$ cat src/rtl/mem_port_arbiter.sv
// Round-robin arbiter sharing one single-port memory between requesters A and B, plus a zeroing clear sequence.
// Latency: grant and memory strobes are combinational; read data returns one cycle after the accepting edge.
// Backpressure: ready is withheld from the losing requester, on a clr_req cycle, throughout CLEAR and in reset.

module mem_port_arbiter #(
  parameter int WIDTH = 2,
  parameter int PSIZE = 2,
  parameter int DEPTH = 2**PSIZE
) (
  input  logic             clk,
  input  logic             rst_n,
  input  logic             a_valid,
  input  logic             a_wr,
  input  logic [PSIZE-1:0] a_addr,
  input  logic [WIDTH-1:0] a_wdata,
  output logic             a_ready,
  output logic             a_rvalid,
  output logic [WIDTH-1:0] a_rdata,
  input  logic             b_valid,
  input  logic             b_wr,
  input  logic [PSIZE-1:0] b_addr,
  input  logic [WIDTH-1:0] b_wdata,
  output logic             b_ready,
  output logic             b_rvalid,
  output logic [WIDTH-1:0] b_rdata,
  input  logic             clr_req,
  output logic             clr_busy,
  output logic             mem_wr,
  output logic             mem_rd,
  output logic [WIDTH-1:0] mem_wdata,
  output logic [PSIZE-1:0] mem_wr_addr,
  output logic [PSIZE-1:0] mem_rd_addr,
  input  logic [WIDTH-1:0] mem_rdata
);

  typedef enum logic {ST_ARB, ST_CLEAR} state_t;

  state_t           r_state;
  state_t           w_state_nxt;
  logic             r_prio;        // 0: A wins a tie, 1: B wins a tie
  logic             w_prio_nxt;
  logic [PSIZE-1:0] r_clr_cnt;
  logic [PSIZE-1:0] w_clr_cnt_nxt;
  logic             r_a_rvalid;
  logic             r_b_rvalid;
  logic             w_gnt_a;
  logic             w_gnt_b;

  // State, priority, clear counter and read-return flags.
  always_ff @(posedge clk) begin
    if (!rst_n) begin
      r_state    <= ST_ARB;
      r_prio     <= 1'b0;
      r_clr_cnt  <= '0;
      r_a_rvalid <= 1'b0;
      r_b_rvalid <= 1'b0;
    end else begin
      r_state    <= w_state_nxt;
      r_prio     <= w_prio_nxt;
      r_clr_cnt  <= w_clr_cnt_nxt;
      r_a_rvalid <= w_gnt_a & ~a_wr;
      r_b_rvalid <= w_gnt_b & ~b_wr;
    end
  end

  // Grant selection, memory drive and next-state; nothing is granted or strobed while rst_n is low.
  always_comb begin
    w_state_nxt   = r_state;
    w_prio_nxt    = r_prio;
    w_clr_cnt_nxt = r_clr_cnt;
    w_gnt_a       = 1'b0;
    w_gnt_b       = 1'b0;
    clr_busy      = 1'b0;
    mem_wr        = 1'b0;
    mem_rd        = 1'b0;
    mem_wdata     = '0;
    mem_wr_addr   = '0;
    mem_rd_addr   = '0;
    case (r_state)
      ST_ARB: begin
        if (rst_n) begin
          if (clr_req) begin
            w_state_nxt = ST_CLEAR;
          end else if (a_valid && (!b_valid || !r_prio)) begin
            w_gnt_a = 1'b1;
          end else if (b_valid) begin
            w_gnt_b = 1'b1;
          end
        end
        if (w_gnt_a) begin
          w_prio_nxt  = 1'b1;
          mem_wr      = a_wr;
          mem_rd      = ~a_wr;
          mem_wr_addr = a_addr;
          mem_rd_addr = a_addr;
          mem_wdata   = a_wdata;
        end else if (w_gnt_b) begin
          w_prio_nxt  = 1'b0;
          mem_wr      = b_wr;
          mem_rd      = ~b_wr;
          mem_wr_addr = b_addr;
          mem_rd_addr = b_addr;
          mem_wdata   = b_wdata;
        end
      end
      ST_CLEAR: begin
        // One zero write per cycle; the edge retiring the last address returns to ARB.
        clr_busy      = 1'b1;
        mem_wr        = rst_n;
        mem_wr_addr   = r_clr_cnt;
        w_clr_cnt_nxt = r_clr_cnt + PSIZE'(1);
        if (r_clr_cnt == PSIZE'(DEPTH - 1)) begin
          w_state_nxt   = ST_ARB;
          w_clr_cnt_nxt = '0;
        end
      end
      default: ;
    endcase
  end

  assign a_ready  = w_gnt_a;
  assign b_ready  = w_gnt_b;
  assign a_rvalid = r_a_rvalid;
  assign b_rvalid = r_b_rvalid;
  assign a_rdata  = mem_rdata;
  assign b_rdata  = mem_rdata;

  // The memory cannot take a write and a read in the same cycle.
  a_wr_rd_excl: assert property (@(posedge clk) !(mem_wr && mem_rd));

endmodule

$ cat config.mk
export PLATFORM = sky130hd
export DESIGN_NAME = mem_port_arbiter
export DESIGN_NICKNAME = d
export VERILOG_FILES = /design/src/rtl/mem_port_arbiter.sv
export SDC_FILE = /design/constraint.sdc
export NUM_CORES = 1
export LEC_CHECK = 0
export ABC_AREA = 1
export CORE_AREA = 4 4 41 43
export CTS_BUF_LIST = sky130_fd_sc_hd__clkbuf_4 sky130_fd_sc_hd__clkbuf_8 sky130_fd_sc_hd__clkbuf_16
export DETAILED_ROUTE_END_ITERATION = 10
export DIE_AREA = 0 0 45 47
export PLACE_DENSITY = 0.79
export SLEW_MARGIN = 20
export SYNTH_ARGS = -nofsm -noshare
export SYNTH_HDL_FRONTEND = slang
export SYNTH_SLANG_ARGS = --single-unit
$ cat constraint.sdc
create_clock -name clk -period 2.65 [get_ports clk]
set_input_delay 0.53 -clock clk [delete_from_list [all_inputs] [get_ports clk]]
set_output_delay 0.53 -clock clk [all_outputs]
set_load 0.02 [all_outputs]
=== Word level (Yosys, flattened, before mapping) ===
Index checks and enable logic that the tools add are counted.

* Register bits: 6
* Word-level logic and storage cells: 49

* Add/subtract/negate cells: 1
* Eq/ne operators: 1
* Mux-type cells: 31
* Bitwise operators: 5
* Reductions and logical operators: 6

{| class="wikitable"
|+ Operators by type and width
! operator !! count
|-
| 1-bit 2-to-1 mux || 21
|-
| 2-bit 2-to-1 mux || 7
|-
| 1-bit one-hot mux with 2 select lines || 2
|-
| 2-bit one-hot mux with 2 select lines || 1
|-
| 1-bit NOT || 3
|-
| 2-bit by 1-bit adder with 2-bit output, second input constant || 1
|-
| 1-bit AND || 2
|-
| 2-bit equality test, second input constant || 1
|-
| 1-bit zero test || 2
|-
| 2-bit AND reduction || 1
|-
| 2-bit nonzero test || 1
|-
| 1-bit logical AND || 1
|-
| 1-bit logical OR || 1
|}

=== Longest topological paths before layout ===
Gate-level depths: netlist (run 1).

* Word-level depth: 10
* Depth in mapped cells: 7
* Mapped depth without buffers: 7

=== Least setup slack after synthesis (run 1) ===
No wires, ideal clock.

* Kind: input port to output port
* From: input port clr_req
* To: output port mem_rd_addr[0]
* Data arrival time: 1.196 ns
* Required time: 2.120 ns
* Path slack: 0.924 ns
* Cell stages on the path: 7
* Buffers on the path: 0
* Cells stage by stage: inv_1 > nand3_2 > nor2_2 > nand2_2 > clkinv_2 > nand2_1 > nand2_1

* Word-level cells in the longest chain between the ends: 6
* Elaborated cells on any way between the ends: 9

{| class="wikitable"
|+ Ends and longest elaborated chain
! element !! RTL line !! source
|-
| start, declared || 26 || <nowiki>input logic clr_req,</nowiki>
|-
| 1-bit 2-to-1 mux || 82 || <nowiki>if (clr_req) begin</nowiki>
|-
| 1-bit 2-to-1 mux || 81 || <nowiki>if (rst_n) begin</nowiki>
|-
| 1-bit 2-to-1 mux || 79 || <nowiki>case (r_state)</nowiki>
|-
| 2-bit 2-to-1 mux || 97 || <nowiki>end else if (w_gnt_b) begin</nowiki>
|-
| 2-bit 2-to-1 mux * || 90 || <nowiki>if (w_gnt_a) begin</nowiki>
|-
| 2-bit 2-to-1 mux * || 79 ||
|-
| end, declared || 32 || <nowiki>output logic [PSIZE-1:0] mem_rd_addr,</nowiki>
|}

Mark *: on every way between the ends. The rest lies on a longest branch, timed or not. The select of a mux whose other input is x is not followed.

=== Final worst setup path (run 1) ===
* From: input port rst_n
* To: output port mem_wr_addr[1]

* Word-level cells in the longest chain between the ends: 5
* Elaborated cells on any way between the ends: 7

{| class="wikitable"
|+ Ends and longest elaborated chain
! element !! RTL line !! source
|-
| start, declared || 11 || <nowiki>input logic rst_n,</nowiki>
|-
| 1-bit 2-to-1 mux || 81 ||
|-
| 1-bit 2-to-1 mux || 79 ||
|-
| 2-bit 2-to-1 mux || 97 ||
|-
| 2-bit 2-to-1 mux * || 90 ||
|-
| 2-bit one-hot mux with 2 select lines * || 79 ||
|-
| end, declared || 31 || <nowiki>output logic [PSIZE-1:0] mem_wr_addr,</nowiki>
|}

Marked as above.

==> results by stage, run 1 <==
CTS:
- In this run the number of H-tree levels came out at 1.
- The TritonCTS buffer count is 3.
- The longest clock path from root to sink contains 2 buffers.
- After clock tree synthesis, the setup repair step added 0 buffers.
- The tree is rooted in a sky130_fd_sc_hd__clkbuf_4.
- Clock-pin slew was measured on the worst setup and hold paths at 0.05 ns.
- The clock drives 6 sinks.
- The later-pin clock latency in the skew report is 0.25 ns.
- After clock tree synthesis, the flow added hold-fix buffers numbering 0.
- The TritonCTS clock tree is yes.

Power:
- The total power of the final layout is 0.277 mW.
- The areal power density over the cells is 376 nW/µm².
- The worst-case IR drop observed on VDD is 0.263 mV.
- In this run the static leakage power is 0.433 nW.

Timing:
- The number of slew-limit violations in the final report came to 0.
- Summed over all failing endpoints, the final setup total negative slack is 0 ns.
- The final setup slack of the worst path is 0.139 ns.
- The remaining max-slew budget at the tightest pin is 84.4%.
- Setup repair after global routing left no endpoint under its margin.
- The final clock skew is 0.00471 ns.
- For the pin with the worst max-slew slack, the measured transition is approximately 0.23 ns.
- The part of the cycle the worst path needs is 94.8%.
- The maximum operating frequency is 0.398 GHz.
- The number of hold violations in the final report is 0.
- Subtracting the final worst setup slack from the clock period gives about 2.5 ns.
- Setup violations remaining at the end of the flow were counted as 0.

Floorplan:
- From bottom edge to top edge, the die measures 47 µm.
- During I/O placement, the number of pins put on the boundary was 34.
- The region available for standard cell placement spans around 1300 µm².
- From left edge to right edge, the die measures 45 µm.
- The die area is 2120 µm².
- After floorplanning, the core was divided into 13 placement rows.
- The initial utilization of the core area, before any placement, comes to 32.4%.

Final layout:
- The layout has 129 filler cells.
- The number of antenna diodes is 0.
- The fraction of final layout cells with drive strength greater than 1 is 22.8%.
- Relative to the synthesized area, the layout overhead comes to 74.5%.
- At the end of the flow, the number of nets in the layout was 112.
- After the flow finishes, the layout carries non-filler instances totaling 107.

Setup path:
- The beginning of the critical path is rst_n.
- STA puts the critical path data required time at 2.12 ns.
- Of all nets on the critical path, the largest fanout is 6.
- The critical path in this run is classified as in -> out.
- The cell with the largest stage delay on the worst path is sky130_fd_sc_hd__clkdlybuf4s50_1.
- The launch instance of the worst register-to-register path is r_prio.
- The worst setup path is captured at a primary output.
- The nature of the critical path startpoint is a primary input.
- The signal on the critical path passes through clkdlybuf4s50_1 -> nand3_2 -> nor2_2 -> nand2_2 -> clkinv_2 -> nand2_1 -> nand3_2 -> dlygate4sd2_1.
- The largest incremental delay on the critical path is 0.57 ns.
- Data on the critical path arrives at its endpoint at 1.98 ns.
- For the worst flop-to-flop path, the logic depth is 6.
- The cell that appears most often on the critical path is sky130_fd_sc_hd__nand3_2.

Synthesis:
- After synthesis, the mean cell area works out to 6.91 µm².
- The number of warnings issued by yosys is 0.
- The synthesized netlist devotes between 2 and 3% of its cell area to adder and majority cells.
- After synthesis, the share of cell area in mux cells is 0%.
- The cell count after synthesis is 61.
- The proportion of synthesized flip-flops having asynchronous set or reset is 0%.
- The commonest cells after synthesis are 21 x sky130_fd_sc_hd__nand2_1, 7 x sky130_fd_sc_hd__nor2_1, 6 x sky130_fd_sc_hd__dfxtp_1.
- In the synthesized netlist the dominant register cell turns out to be sky130_fd_sc_hd__dfxtp_1.
- By area the synthesized netlist is led by sky130_fd_sc_hd__dfxtp_1 28%, sky130_fd_sc_hd__nand2_1 19%, sky130_fd_sc_hd__nand2_4 8.0%, sky130_fd_sc_hd__nand3_2 7.1%, sky130_fd_sc_hd__buf_4 7.1%.
- The summed instance area of the synthesized netlist is 422 µm².
- The combinational family with the most area after synthesis is simple AND/OR/NAND/NOR gates.
- The share of the yosys chip area belonging to registers is 28.5%.
- The number of synthesized flops with an enable pin is 0.
- The dominant cell type by area after synthesis is sky130_fd_sc_hd__dfxtp_1.
- The flip-flop and latch count after synthesis is 6.
- Yosys instantiated no cell more often than sky130_fd_sc_hd__nand2_1.
- Summing the areas of all xor and xnor instances in the mapped netlist gives 0% of the synthesized area.
- The synthesized netlist devotes 5.93% of its cell area to compound gates.
- The fraction of post-synthesis cell area in the top cell type by area is 28.5%.
- Synthesis instantiated 17 different standard cells from the library.
- When the netlist entered floorplanning its net count stood at 79.
- The simple-gate share of the synthesized area is 48.7%.

Min path:
- In this run the most critical hold path is launched from r_prio.
- Along the worst hold path, the cell count comes to 2.
- The worst hold path belongs to the class reg -> reg.

Route:
- The violation count after the first detailed-route iteration is 2.
- The per-cell routed wire length is 11.0 µm.
- The via count of the routed design is 461.
- The detail route stage leaves a number of antenna-violating nets equal to 0.
- The via-per-instance ratio is 4.31.
- The number of design rule violations left after detail routing is 0.
- The total routed wirelength is 1180 µm.
- The number of detailed-route iterations in the first pass is 2.

GRT:
- The via count of the first global-routing pass came to about 440.
- The total overflow left after global routing is 0.
- Global routing consumed, over all layers together, around 12% of the routing resources.
- The wire length of the first global-routing pass is ~1800 µm.
- The number of antenna violations at the first check in global routing is 0.
- Entering global routing, the biggest net connects 7 pins.

Place:
- The post-place setup slack is -0.140 ns.
- Port buffering added 27 buffers.
- The final weighted congestion of routability-driven global placement is a little under 0.7.
- Summed over all nets, the half-perimeter wirelength after detailed placement is 993 µm.
- Counting tap cells, the placed design contains a total of 104 instances.

Outcome:
- The run finished with clean final reports.

Job:
- The number of violations of the max-capacitance limit is 0.
-- worst paths after layout --
check                   endpoint  slack, ns
hold / removal            r_prio       0.46
setup / recovery  mem_wr_addr[1]       0.14
hold reg to reg           r_prio       0.46
setup reg to reg          r_prio       1.64
-- final cells by class --
cell class	instances	area (µm²)	share of cell area, %
flip-flops and latches	6	120	16.3
multi-input cells	45	243	33.0
well taps	15	18.8	2.55
repair buffers	32	303	41.2
clock buffers	3	22.5	3.06
inverters	6	28.8	3.91
-- state kept, by name (all words and copies together), names as in the netlist --
signal	count
b_rvalid	1
r_state	1
r_prio	1
a_rvalid	1
r_clr_cnt	2
-- power breakdown --
group	total (mW)	internal, mW	leakage, nW	switching, mW
Combinational	0.0883	0.0445	0.370	0.0438
Clock	0.0870	0.0514	0.0138	0.0356
Sequential	0.101	0.0963	0.0492	0.00493
Total	0.277	0.192	0.433	0.0843
-- logic make-up (layout without fill, tap and decap cells) --
| group | after synthesis | in the layout |
|---|---|---|
| AND/OR/NAND/NOR | 39 | 39 |
| buffers and inverters | 10 | 41 |
| flip-flops | 6 | 6 |
| AO/OA/AOI/OAI | 5 | 5 |
| adder cells (fa/ha/maj) | 1 | 1 |
-- cells in the final DEF (no fill, tap or decap) --
cell	synthesis	layout
sky130_fd_sc_hd__nand2_1	21	21
sky130_fd_sc_hd__clkdlybuf4s50_1	0	17
sky130_fd_sc_hd__dlygate4sd2_1	0	8
sky130_fd_sc_hd__nor2_1	7	7
sky130_fd_sc_hd__dfxtp_1	6	6
sky130_fd_sc_hd__buf_4	4	5
sky130_fd_sc_hd__inv_1	3	3
sky130_fd_sc_hd__nand3_2	3	3
sky130_fd_sc_hd__nand2_4	3	3
sky130_fd_sc_hd__a21oi_1	3	3
sky130_fd_sc_hd__clkbuf_4	0	3
sky130_fd_sc_hd__nand2_2	2	2
sky130_fd_sc_hd__o21ai_0	2	2
sky130_fd_sc_hd__dlymetal6s2s_1	0	2
sky130_fd_sc_hd__nor2_2	1	1
sky130_fd_sc_hd__clkinv_2	1	1
sky130_fd_sc_hd__nor2_4	1	1
sky130_fd_sc_hd__inv_2	1	1
sky130_fd_sc_hd__inv_6	1	1
sky130_fd_sc_hd__or2_1	1	1
sky130_fd_sc_hd__ha_1	1	1
-- critical path, delay by kind of cell --
kind | cells | cell delay, ns
buffers and inverters | 3 | 1.00
and+or+nand+nor | 5 | 0.45
-- per-layer routing --
layer	global-route usage [%]	part of all wire (%)	routed length, µm
met1	13.2	37	437
met2	20.6	53	628
met4	3.51	1.0	12
met5	0	0	0
met3	6.13	8.6	101
-- per-stage QoR --
| step | hold WS, ns | util (%) | area [µm²] |
|---|---|---|---|
| finish | 0.460 | 56.5 | 736 |
| global route | 0.492 | 56.5 | 736 |
| CTS | 0.461 | 56.2 | 731 |
| detailed placement | 0.455 | 55.2 | 718 |
| global placement | 0.446 | 55.2 | 718 |
| floorplan | 0.436 | - | 422 |
-- what timing repair did --
item                       4_1_cts  5_1_grt
gates cloned                     0        0
gates resized for setup          8        2
pin swaps                        0        0
setup endpoints to repair        8        2
hold endpoints to repair         0        0
No activity file was read; power rests on OpenSTA's default activity.
==> run 2: changes to the inputs <==
Settings changed: PLACE_DENSITY 0.79 to 0.87, TNS_END_PERCENT set to 20.
==> run 2 against run 1 <==
Routed wire length rose by 5.1%. Setup slack got worse by 0.0075 ns. Total power rose by 0.36%. Die area did not move. Combinational power rose by 2.8%. Fmax fell by 0.30%. Cell count rose by 0.93%. Via count rose by 5.0%. Critical endpoint is now mem_rd. Highest routed layer unchanged. Hold slack improved by 0.016 ns. Flip-flop and latch count did not move. Clock power fell by 2%.
==> results by stage, run 2 (synthesis gave the netlist of run 1 again) <==
Place:
- The placed instance count is roughly 110.
- Summing all placed instances gives a cell area of 726 µm².
- The final weighted congestion of routability-driven global placement is 0.785.
- Once detailed placement completed, the half-perimeter wirelength came to about 1100 µm.
- Buffers placed on the I/O ports in this run total 27.
- The post-place setup slack is -0.121 ns.

GRT:
- The total overflow reported by the global router is 0.
- Global routing consumed, over all layers together, 13.3% of the routing resources.
- Entering global routing, the biggest net connects 7 pins.
- The via count of the first global-routing pass is around 470.
- The number of antenna violations at the first check in global routing came to 0.
- The wire length of the first global-routing pass is about 2000 µm.

CTS:
- The TritonCTS clock tree is yes.
- Clock-pin slew was measured on the worst setup and hold paths at 0.05 ns.
- Post-CTS timing repair inserted 0 buffers for setup.
- CTS built an H-tree with a depth of 1.
- In this run, post-CTS hold repair placed 0 buffers.
- The maximum buffer depth of the clock tree is 2.
- The number of sinks on the clock net is 6.
- The tree is rooted in a sky130_fd_sc_hd__clkbuf_4.
- The number of clock buffers added by TritonCTS is 3.
- The clock reaches the later pin of the worst-skew pair after 0.25 ns.
- The post-cts gate resize count is 8.

Timing:
- The maximum operating frequency is 0.397 GHz.
- The transition time at the pin with the least slew margin is 0.231 ns.
- The final setup violation count is 0.
- The worst pin sits at a relative slew slack of between 80 and 90%.
- The post-layout minimum cycle time is 2.52 ns.
- The number of slew-limit violations in the final report was 0.
- The final clock skew is 0.00855 ns.
- The number of hold violations in the final report is 0.
- The final setup slack of the worst path is 0.131 ns.
- The final critical path takes up between 90% and 100% of the cycle.
- Setup repair after global routing left no endpoint under its margin.
- The worst slack on hold paths is 0.476 ns.

Floorplan:
- The floorplan has 13 rows.
- In this run the standard cell core region covers 1300 µm².
- For this design the top-level I/O count stands at 34.
- The effective utilization at floorplan is 32.4%.
- The floorplan step set the die width to roughly 45 µm.
- The floorplan step defined a die boundary enclosing roughly 2100 µm².
- The die outline height is 47 µm.

Setup path:
- The endpoint identified for the worst register-to-register timing path is r_prio.
- For this design, the slowest cell found on the critical path is sky130_fd_sc_hd__clkdlybuf4s50_1.
- The number of buffers and inverters on the critical path is 3.
- For this run, the slowest stage of the critical path takes 0.51 ns.
- The worst register-to-register path begins at r_prio.
- Data on the critical path is required at its endpoint by 2.12 ns.
- The worst register-to-register path has a depth of 6.
- Walking the worst path, the cells encountered are clkdlybuf4s50_1 -> nand2_1 -> nand2_1 -> nor2_4 -> nand2_1 -> nand2_1 -> buf_4 -> nor2_1 -> dlygate4sd2_1.
- The worst setup path is launched from a primary input.
- The cell repeated most along the worst path is sky130_fd_sc_hd__nand2_1.
- The critical path in this run is classified as in -> out.
- The setup slack of the worst register-to-register path is 1.60 ns.
- The arrival time of data at the critical path endpoint is 1.99 ns.
- The family with the most delay on the worst path is buffers and inverters.
- The worst setup path is captured at a primary output.
- The peak fanout along the critical path is 3.

Power:
- For this design the ratio of total power to cell area is 373 nW/µm².
- The static leakage is 0.437 nW.
- The maximum ir drop on the vdd rail is 0.232 mV.

Job:
- Across the run, the number of max-cap violations was 0.

Final layout:
- The fraction of final layout cells with drive strength greater than 1 is 23.7%.
- Fill cells in the final layout number 125.
- The layout-stage area growth over the synthesis result is 76.3%.
- The number of antenna diodes in the final layout is 0.
- The library cell used most frequently in the layout, excluding fill and tap cells, is sky130_fd_sc_hd__nand2_1.
- The layout net count is 113.
- The number of flip-flops in the largest register is 2.
- The register with the most flip-flops is r_clr_cnt.
- The final cell count without fillers is between 100 and 150.
- Summing all non-filler instances in the final layout gives an area of 743 µm².
- In the layout the commonest cells are 21 x sky130_fd_sc_hd__nand2_1, 17 x sky130_fd_sc_hd__clkdlybuf4s50_1, 8 x sky130_fd_sc_hd__dlygate4sd2_1.

Route:
- In the final routed layout, each cell accounts on average for 11.5 µm.
- The violation count after the first detailed-route iteration is 5.
- After detailed routing, the number of remaining DRC violations is 0.
- The number of nets with antenna violations after detailed routing is 0.
- In the routed layout, each cell is associated on average with a via count of approximately 4.5.
- The routed layout has 484 vias.
- The number of detailed-route iterations in the first pass is 4.
- The routed design has 1240 µm of wire.

Min path:
- The worst hold path belongs to the class reg -> reg.
- The path with the worst hold slack has its endpoint at r_prio.
- In this run the most critical hold path is launched from r_prio.
- The cell depth of the worst hold path is 2.

Outcome:
- The flow ran to the end, and the final reports show no timing, DRC or antenna violations.
run 2: final cells by class:
cell class	instances	area [µm²]	area share, %
inverter	6	28.8	3.87
tap	15	18.8	2.53
sequential	6	120	16.2
multi-input combinational	45	243	32.7
clock buffer	3	22.5	3.03
timing repair buffer	33	310	41.8
run 2: through the flow:
step	TNS, ns	utilization, %	power (mW)
6_report	0	57.1	0.278
5_1_grt	0	57.1	0.299
4_1_cts	0	56.7	0.281
3_5_place_dp	-0.732	55.8	0.199
3_3_place_gp	-0.247	55.8	0.197
2_1_floorplan	0	-	0.152
run 2: tightest hold or removal path, cell delays in order (launching register included):
cell                      delay (ns)
sky130_fd_sc_hd__dfxtp_1        0.31
sky130_fd_sc_hd__nand2_1        0.07
sky130_fd_sc_hd__a21oi_1        0.05
run 2: power breakdown:
| part | internal, mW | leakage, nW | switching (mW) | total, mW |
|---|---|---|---|---|
| clock | 0.0513 | 0.0138 | 0.0338 | 0.0851 |
| combinational | 0.0465 | 0.374 | 0.0443 | 0.0908 |
| sequential | 0.0964 | 0.0492 | 0.00531 | 0.102 |
run 2: worst max path at each step:
stage            start              to  slack (ns)  cells past startpoint
2_1_floorplan  clr_req  mem_rd_addr[0]        0.92                      7
3_3_place_gp   b_valid          mem_rd       -0.04                      9
3_5_place_dp   b_valid          mem_rd       -0.12                      9
4_1_cts        b_valid         a_ready        0.02                      7
5_1_grt        b_valid          mem_rd        0.02                      9
6_report       b_valid          mem_rd        0.13                      9
run 2: layer usage:
| metal | GRT usage, % | up-vias | part of all wire, % |
|---|---|---|---|
| met5 | 0 | - | 0 |
| met4 | 7.02 | 0 | 2.7 |
| met3 | 7.66 | 6 | 6.8 |
| met2 | 24.6 | 15 | 56 |
| met1 | 11.2 | 211 | 34 |
| li1 | - | 252 | - |
